===== src/rtl/cell_array_sequencer.sv =====
// Sequencer for the physics cell array: loads the array once per run, then runs
// a programmable number of timesteps of (shift phase, convolution phase).
module cell_array_sequencer #(
    parameter int N_CELLS     = 8,
    parameter int CONV_CYCLES = 4,
    parameter int STEP_W      = 8,
    parameter int CNT_W       = 8
) (
    input  logic              Clk,
    input  logic              Reset,
    input  logic              Start,
    input  logic [STEP_W-1:0] NumSteps,
    input  logic              Hold,
    output logic              CONV_FLAG,
    output logic              Load,
    output logic              ShiftEn,
    output logic [CNT_W-1:0]  ShiftCount,
    output logic [STEP_W-1:0] StepCount,
    output logic              Busy,
    output logic              Done
);

    typedef enum logic [2:0] {
        IDLE  = 3'd0,
        LOAD  = 3'd1,
        SHIFT = 3'd2,
        CONV  = 3'd3,
        WRAP  = 3'd4
    } state_t;

    localparam logic [CNT_W-1:0] SHIFT_LAST = CNT_W'(N_CELLS - 1);
    localparam logic [CNT_W-1:0] CONV_LAST  = CNT_W'(CONV_CYCLES - 1);

    state_t            state;
    state_t            state_next;
    logic [STEP_W-1:0] steps;
    logic [STEP_W-1:0] step_inc;
    logic              shift_end;
    logic              conv_end;

    assign step_inc  = StepCount + STEP_W'(1);
    assign shift_end = (ShiftCount == SHIFT_LAST) && !Hold;
    assign conv_end  = (ShiftCount == CONV_LAST) && !Hold;

    // NOTE: sequential state is written with non-blocking assignments so every
    // register samples values from before the edge, independent of block order.
    always_ff @(posedge Clk) begin
        if (Reset) state <= IDLE;
        else       state <= state_next;
    end

    // NOTE: state_next gets a default before the case so no path leaves it
    // unassigned, which would otherwise infer a latch.
    always_comb begin
        state_next = state;
        case (state)
            IDLE:    if (Start && (NumSteps != '0)) state_next = LOAD;
            LOAD:    state_next = SHIFT;
            SHIFT:   if (shift_end) state_next = CONV;
            CONV:    if (conv_end) state_next = WRAP;
            WRAP:    state_next = (step_inc == steps) ? IDLE : SHIFT;
            default: state_next = IDLE;
        endcase
    end

    // Counters, latched step count and the registered Done pulse.
    always_ff @(posedge Clk) begin
        if (Reset) begin
            ShiftCount <= '0;
            StepCount  <= '0;
            steps      <= '0;
            Done       <= 1'b0;
        end else begin
            Done <= 1'b0;
            case (state)
                IDLE: begin
                    if (Start) begin
                        steps     <= NumSteps;
                        StepCount <= '0;
                        // A zero-length run completes immediately without loading.
                        if (NumSteps == '0) Done <= 1'b1;
                    end
                end
                LOAD: ShiftCount <= '0;
                SHIFT: begin
                    if (!Hold) ShiftCount <= shift_end ? '0 : ShiftCount + CNT_W'(1);
                end
                CONV: begin
                    if (!Hold) ShiftCount <= conv_end ? '0 : ShiftCount + CNT_W'(1);
                end
                WRAP: begin
                    StepCount  <= step_inc;
                    ShiftCount <= '0;
                    if (step_inc == steps) Done <= 1'b1;
                end
                default: ShiftCount <= '0;
            endcase
        end
    end

    // Outputs decode from the state register; only ShiftEn also sees Hold.
    always_comb begin
        CONV_FLAG = (state == CONV);
        Load      = (state == LOAD);
        ShiftEn   = (state == SHIFT) && !Hold;
        Busy      = (state != IDLE);
    end

endmodule

===== config.mk =====
export PLATFORM = sky130hd
export DESIGN_NAME = cell_array_sequencer
export DESIGN_NICKNAME = d
export VERILOG_FILES = /design/src/rtl/cell_array_sequencer.sv
export SDC_FILE = /design/constraint.sdc
export NUM_CORES = 1
export LEC_CHECK = 0
export CORE_UTILIZATION = 30
export DETAILED_ROUTE_END_ITERATION = 10
export PLACE_DENSITY_LB_ADDON = 0.3
export REMOVE_ABC_BUFFERS = 1
export SYNTH_ARGS = -nofsm -noshare
export SYNTH_HDL_FRONTEND = slang
export SYNTH_SLANG_ARGS = --single-unit

===== constraint.sdc =====
create_clock -name Clk -period 1.79 [get_ports Clk]
set_input_delay 0.358 -clock Clk [delete_from_list [all_inputs] [get_ports Clk]]
set_output_delay 0.358 -clock Clk [all_outputs]
set_load 0.005 [all_outputs]

==> qor_table.md <==
| Group | Metric | Value |
|:---|:---|:---|
| sta | Worst Skew | 0.00568 ns |
| routing | Total vias in the final route | 1558 |
| outcome | Result of the run | completed |
| critical path | Buf/Inv on CP | 2 |
| sta | Pins over their slew limit | 0 |
| global routing | Total grt overflow | 0 |
| logic synthesis | Post-synthesis sequential area ratio | 37.7% |
| critical path | Maximum net fanout on the critical path | 8 |
| sta | Setup-violating endpoint count in the final report | 0 |
| critical path | Arrival time worst endpoint | 1.38 ns |
| power | Sw power | 422 µW |
| clock network | Post-CTS sizing | 8 |
| power | Combinational share of power | 24.4% |
| sta | Hold violation count in the final report | 0 |
| power | Cell area power density | 678 nW/µm² |
| routing | Detailed router's first-iteration violation count | 78 |
| logic synthesis | Synthesized netlist cell count | 194 |
| routing | Final wirelength | 3980 µm |
| cells and area | N_diodes | 0 |
| critical path | Critical path launch point type | flip-flop |
| place | Detail Placement HPWL | 2990 µm |
| logic synthesis | Synthesized area per cell | 7.66 µm² |
| power | Net switching fraction of the power | 29.3% |
| routing | Via count normalized by instance count | 5.01 |
| logic synthesis | Yosys reg bits | 28 |
| clock network | Latest clock arrival within the worst-skew pair | 0.28 ns |
| min path | Min-Delay Path Depth | 2 |
| cells and area | Final core area utilization | 44.7% |
| global routing | Initial antenna violation count | 0 |
| clock network | H-tree depth | 1 |
| global routing | Pin count of the biggest net entering global routing | 24 |
| power | Static Leak | 0.803 nW |
| floorplanning | Ports placed on the boundary | 33 |
| sta | Fmax | 575 MHz |
| logic synthesis | Number of distinct standard cells referenced by the synthesized netlist | 39 |
| logic synthesis | Count of flip-flops with a built-in enable after synthesis | 0 |
| critical path | Cell chain of the critical path | nor3_4 -> inv_1 -> clkdlybuf4s50_1 |
| critical path | Worst reg2reg path startpoint | StepCount[0] |
| critical path | Critical Path Sink Type | output pin |
| cells and area | Highest-count cells in the layout ignoring fill and taps | nand2_1 (31), clkdlybuf4s50_1 (29), dfxtp_1 (24) |
| global routing | First-pass GRT wire length | 6310 µm |
| place | Instance count after placement with tap cells included | 307 |
| place | Number of buffers added on ports | 32 |
| critical path | Register-to-register setup slack | 0.11 ns |
| clock network | Clock Sink Count | 28 |
| routing | Number of detailed-routing iterations run before antenna repair | 5 |
| sta | Unrepaired setup endpoints after global routing | false |
| routing | Post-route DRC | 0 |
| floorplanning | Width of the chip | 72.4 µm |
| min path | Worst min-delay path endpoint | steps[5] |
| critical path | End of the worst register-to-register path | state[1] |
| power | IR Drop Worst-Case VDD | 276 µV |
| floorplanning | Count of standard-cell rows | 25 |
| min path | Worst min-delay path startpoint | steps[5] |
| cells and area | Share of layout cells above drive strength 1 | 18.4% |
| routing | Wirelength per Cell | 12.8 µm |
| power | Sequential power share | 47.5% |
| logic synthesis | Async SR Flop Fraction | 0% |
| sta | Time the final worst path needs with I/O delays and setup | 1.74 ns |
| floorplanning | Total die area | 5240 µm² |
| clock network | CTS tree | built |
| logic synthesis | Main synth FF type | dfxtp_1 |
| routing | Antenna Nets Post-Route | 0 |
| logic synthesis | Cell area after synthesis | 1490 µm² |
| sta | Max-slew headroom at the worst pin | 74.6% |
| critical path | Worst path max stage delay | 0.44 ns |
| cells and area | Commonest non-fill, non-tap cell in the layout | nand2_1 |
| critical path | R2R depth | 6 |
| place | Gpl congestion | 0.883 |
| sta | Slew at the pin closest to its max-slew limit | 0.381 ns |
| critical path | Family of cells with the greatest summed delay on the critical path | buffers and inverters |
| global routing | Total global routing track utilization | 15.4% |
| min path | Worst min-delay path class | reg -> reg |
| floorplanning | Starting density of the core | 31.3% |
| clock network | Maximum count of clock buffers along a single path | 2 |
| critical path | Path type of the worst setup path | reg -> out |
| floorplanning | Height of the die | 72.4 µm |
| sta | Fraction of the cycle the final worst path needs | 97.1% |
| cells and area | Area growth syn-to-layout | 43.1% |
| cells and area | Final instance count without filler cells | 311 |
| cells and area | Net count reported at finish | 259 |
| clock network | Number of buffers inserted for hold repair after clock tree synthesis | 0 |
| power | Internal cell power | 1.02 mW |
| run | Max-cap viol count | 0 |
| logic synthesis | Warning count from the yosys run | 0 |
| clock network | Clk pin slew, worst setup/hold paths | 0.10 ns |
| power | Part of the total power dissipated in the clock network | 28.1% |
| critical path | Required time at the worst-slack endpoint | 1.43 ns |
| clock network | Post-CTS Setup Inserts | 0 |
| floorplanning | Area of the placeable core | 4750 µm² |
| global routing | Number of global-route vias before repair | 1354 |
| clock network | Cts bufs inserted | 3 |
| critical path | Slowest cell on the critical path | clkdlybuf4s50_1 |
| clock network | Root buffer cell | clkbuf_8 |
-- worst max path at each step --
stage | slack, ns | cells after the start | endpoint | from
after floorplan | 0.02 | 6 | state[1] | StepCount[0]
after global placement | -0.08 | 5 | state[0] | Hold
after detailed placement | -0.13 | 5 | state[0] | Hold
after CTS | 0.007 | 6 | state[1] | StepCount[0]
after global routing | 0.01 | 2 | StepCount[4] | StepCount[4]
final | 0.05 | 3 | Busy | state[2]
-- stage by stage --
stage	cell area (µm²)	worst slack, ns	setup TNS (ns)	power, mW	hold WS, ns
floorplan	1440	0.0152	0	0.863	0.427
global placement	2020	-0.0847	-0.292	1.03	0.459
detailed placement	2020	-0.133	-0.575	1.04	0.463
CTS	2090	0.00699	0	1.45	0.478
global route	2130	0.0104	0	1.51	0.499
finish	2130	0.0522	0	1.44	0.474
-- layer usage --
metal | vias up | part of all wire (%) | GRT usage (%)
li1 | 785 | - | -
met1 | 734 | 50 | 21.9
met2 | 37 | 46 | 24.3
met3 | 2 | 4.4 | 2.08
met4 | 0 | 0.43 | 4.58
met5 | - | 0 | 0
-- registers in the layout (all words and copies together) (netlist names) --
signal	flops
StepCount	8
steps	8
state	3
ShiftCount	8
Done	1
-- logic make-up (layout without fill, tap and decap cells) --
| group | after synthesis | after routing | synth area share, % |
|---|---|---|---|
| flops | 28 | 28 | 37.7 |
| compound gates | 45 | 45 | 17.4 |
| buf+inv | 11 | 61 | 3.62 |
| simple gates | 95 | 95 | 31.9 |
| xor+xnor | 13 | 13 | 7.66 |
| fa+ha+maj | 2 | 2 | 1.68 |
-- cells in the mapped netlist, types with 4 or more instances --
library cell | n | area share, %
a21oi_1 | 23 | 7.7
a31oi_1 | 5 | 2.1
clkbuf_1 | 4 | 1.0
dfxtp_1 | 28 | 38
nand2_1 | 31 | 7.8
nand3_1 | 6 | 2.0
nor2_1 | 21 | 5.3
nor3_1 | 7 | 2.4
nor4_1 | 5 | 2.1
o21ai_0 | 8 | 2.7
or3_1 | 4 | 1.7
xnor2_1 | 7 | 4.1
xor2_1 | 6 | 3.5
-- cell type report --
type / count / area (µm²)
Clock buffer: 4 / 55.1
Fill cell: 496 / 2630
Inverter: 2 / 7.51
Multi-Input combinational cell: 155 / 920
Sequential cell: 28 / 568
Tap cell: 67 / 83.8
Timing Repair Buffer: 55 / 493
-- worst register-to-register path: stages (launching register included) --
cell     delay, ns
dfxtp_2       0.34
ha_2          0.21
xnor2_2       0.15
xnor2_1       0.13
or4_4         0.55
nor3_2        0.11
a21oi_1       0.08
-- power by group through the flow --
stage | logic (mW) | registers (mW) | clock network [mW]
final | 0.352 | 0.685 | 0.405
after global placement | 0.342 | 0.692 | 0
after detailed placement | 0.344 | 0.692 | 0
after global routing | 0.388 | 0.690 | 0.432
after floorplan | 0.171 | 0.691 | 0
after CTS | 0.346 | 0.683 | 0.422
Power figures use the tool's default switching activity.
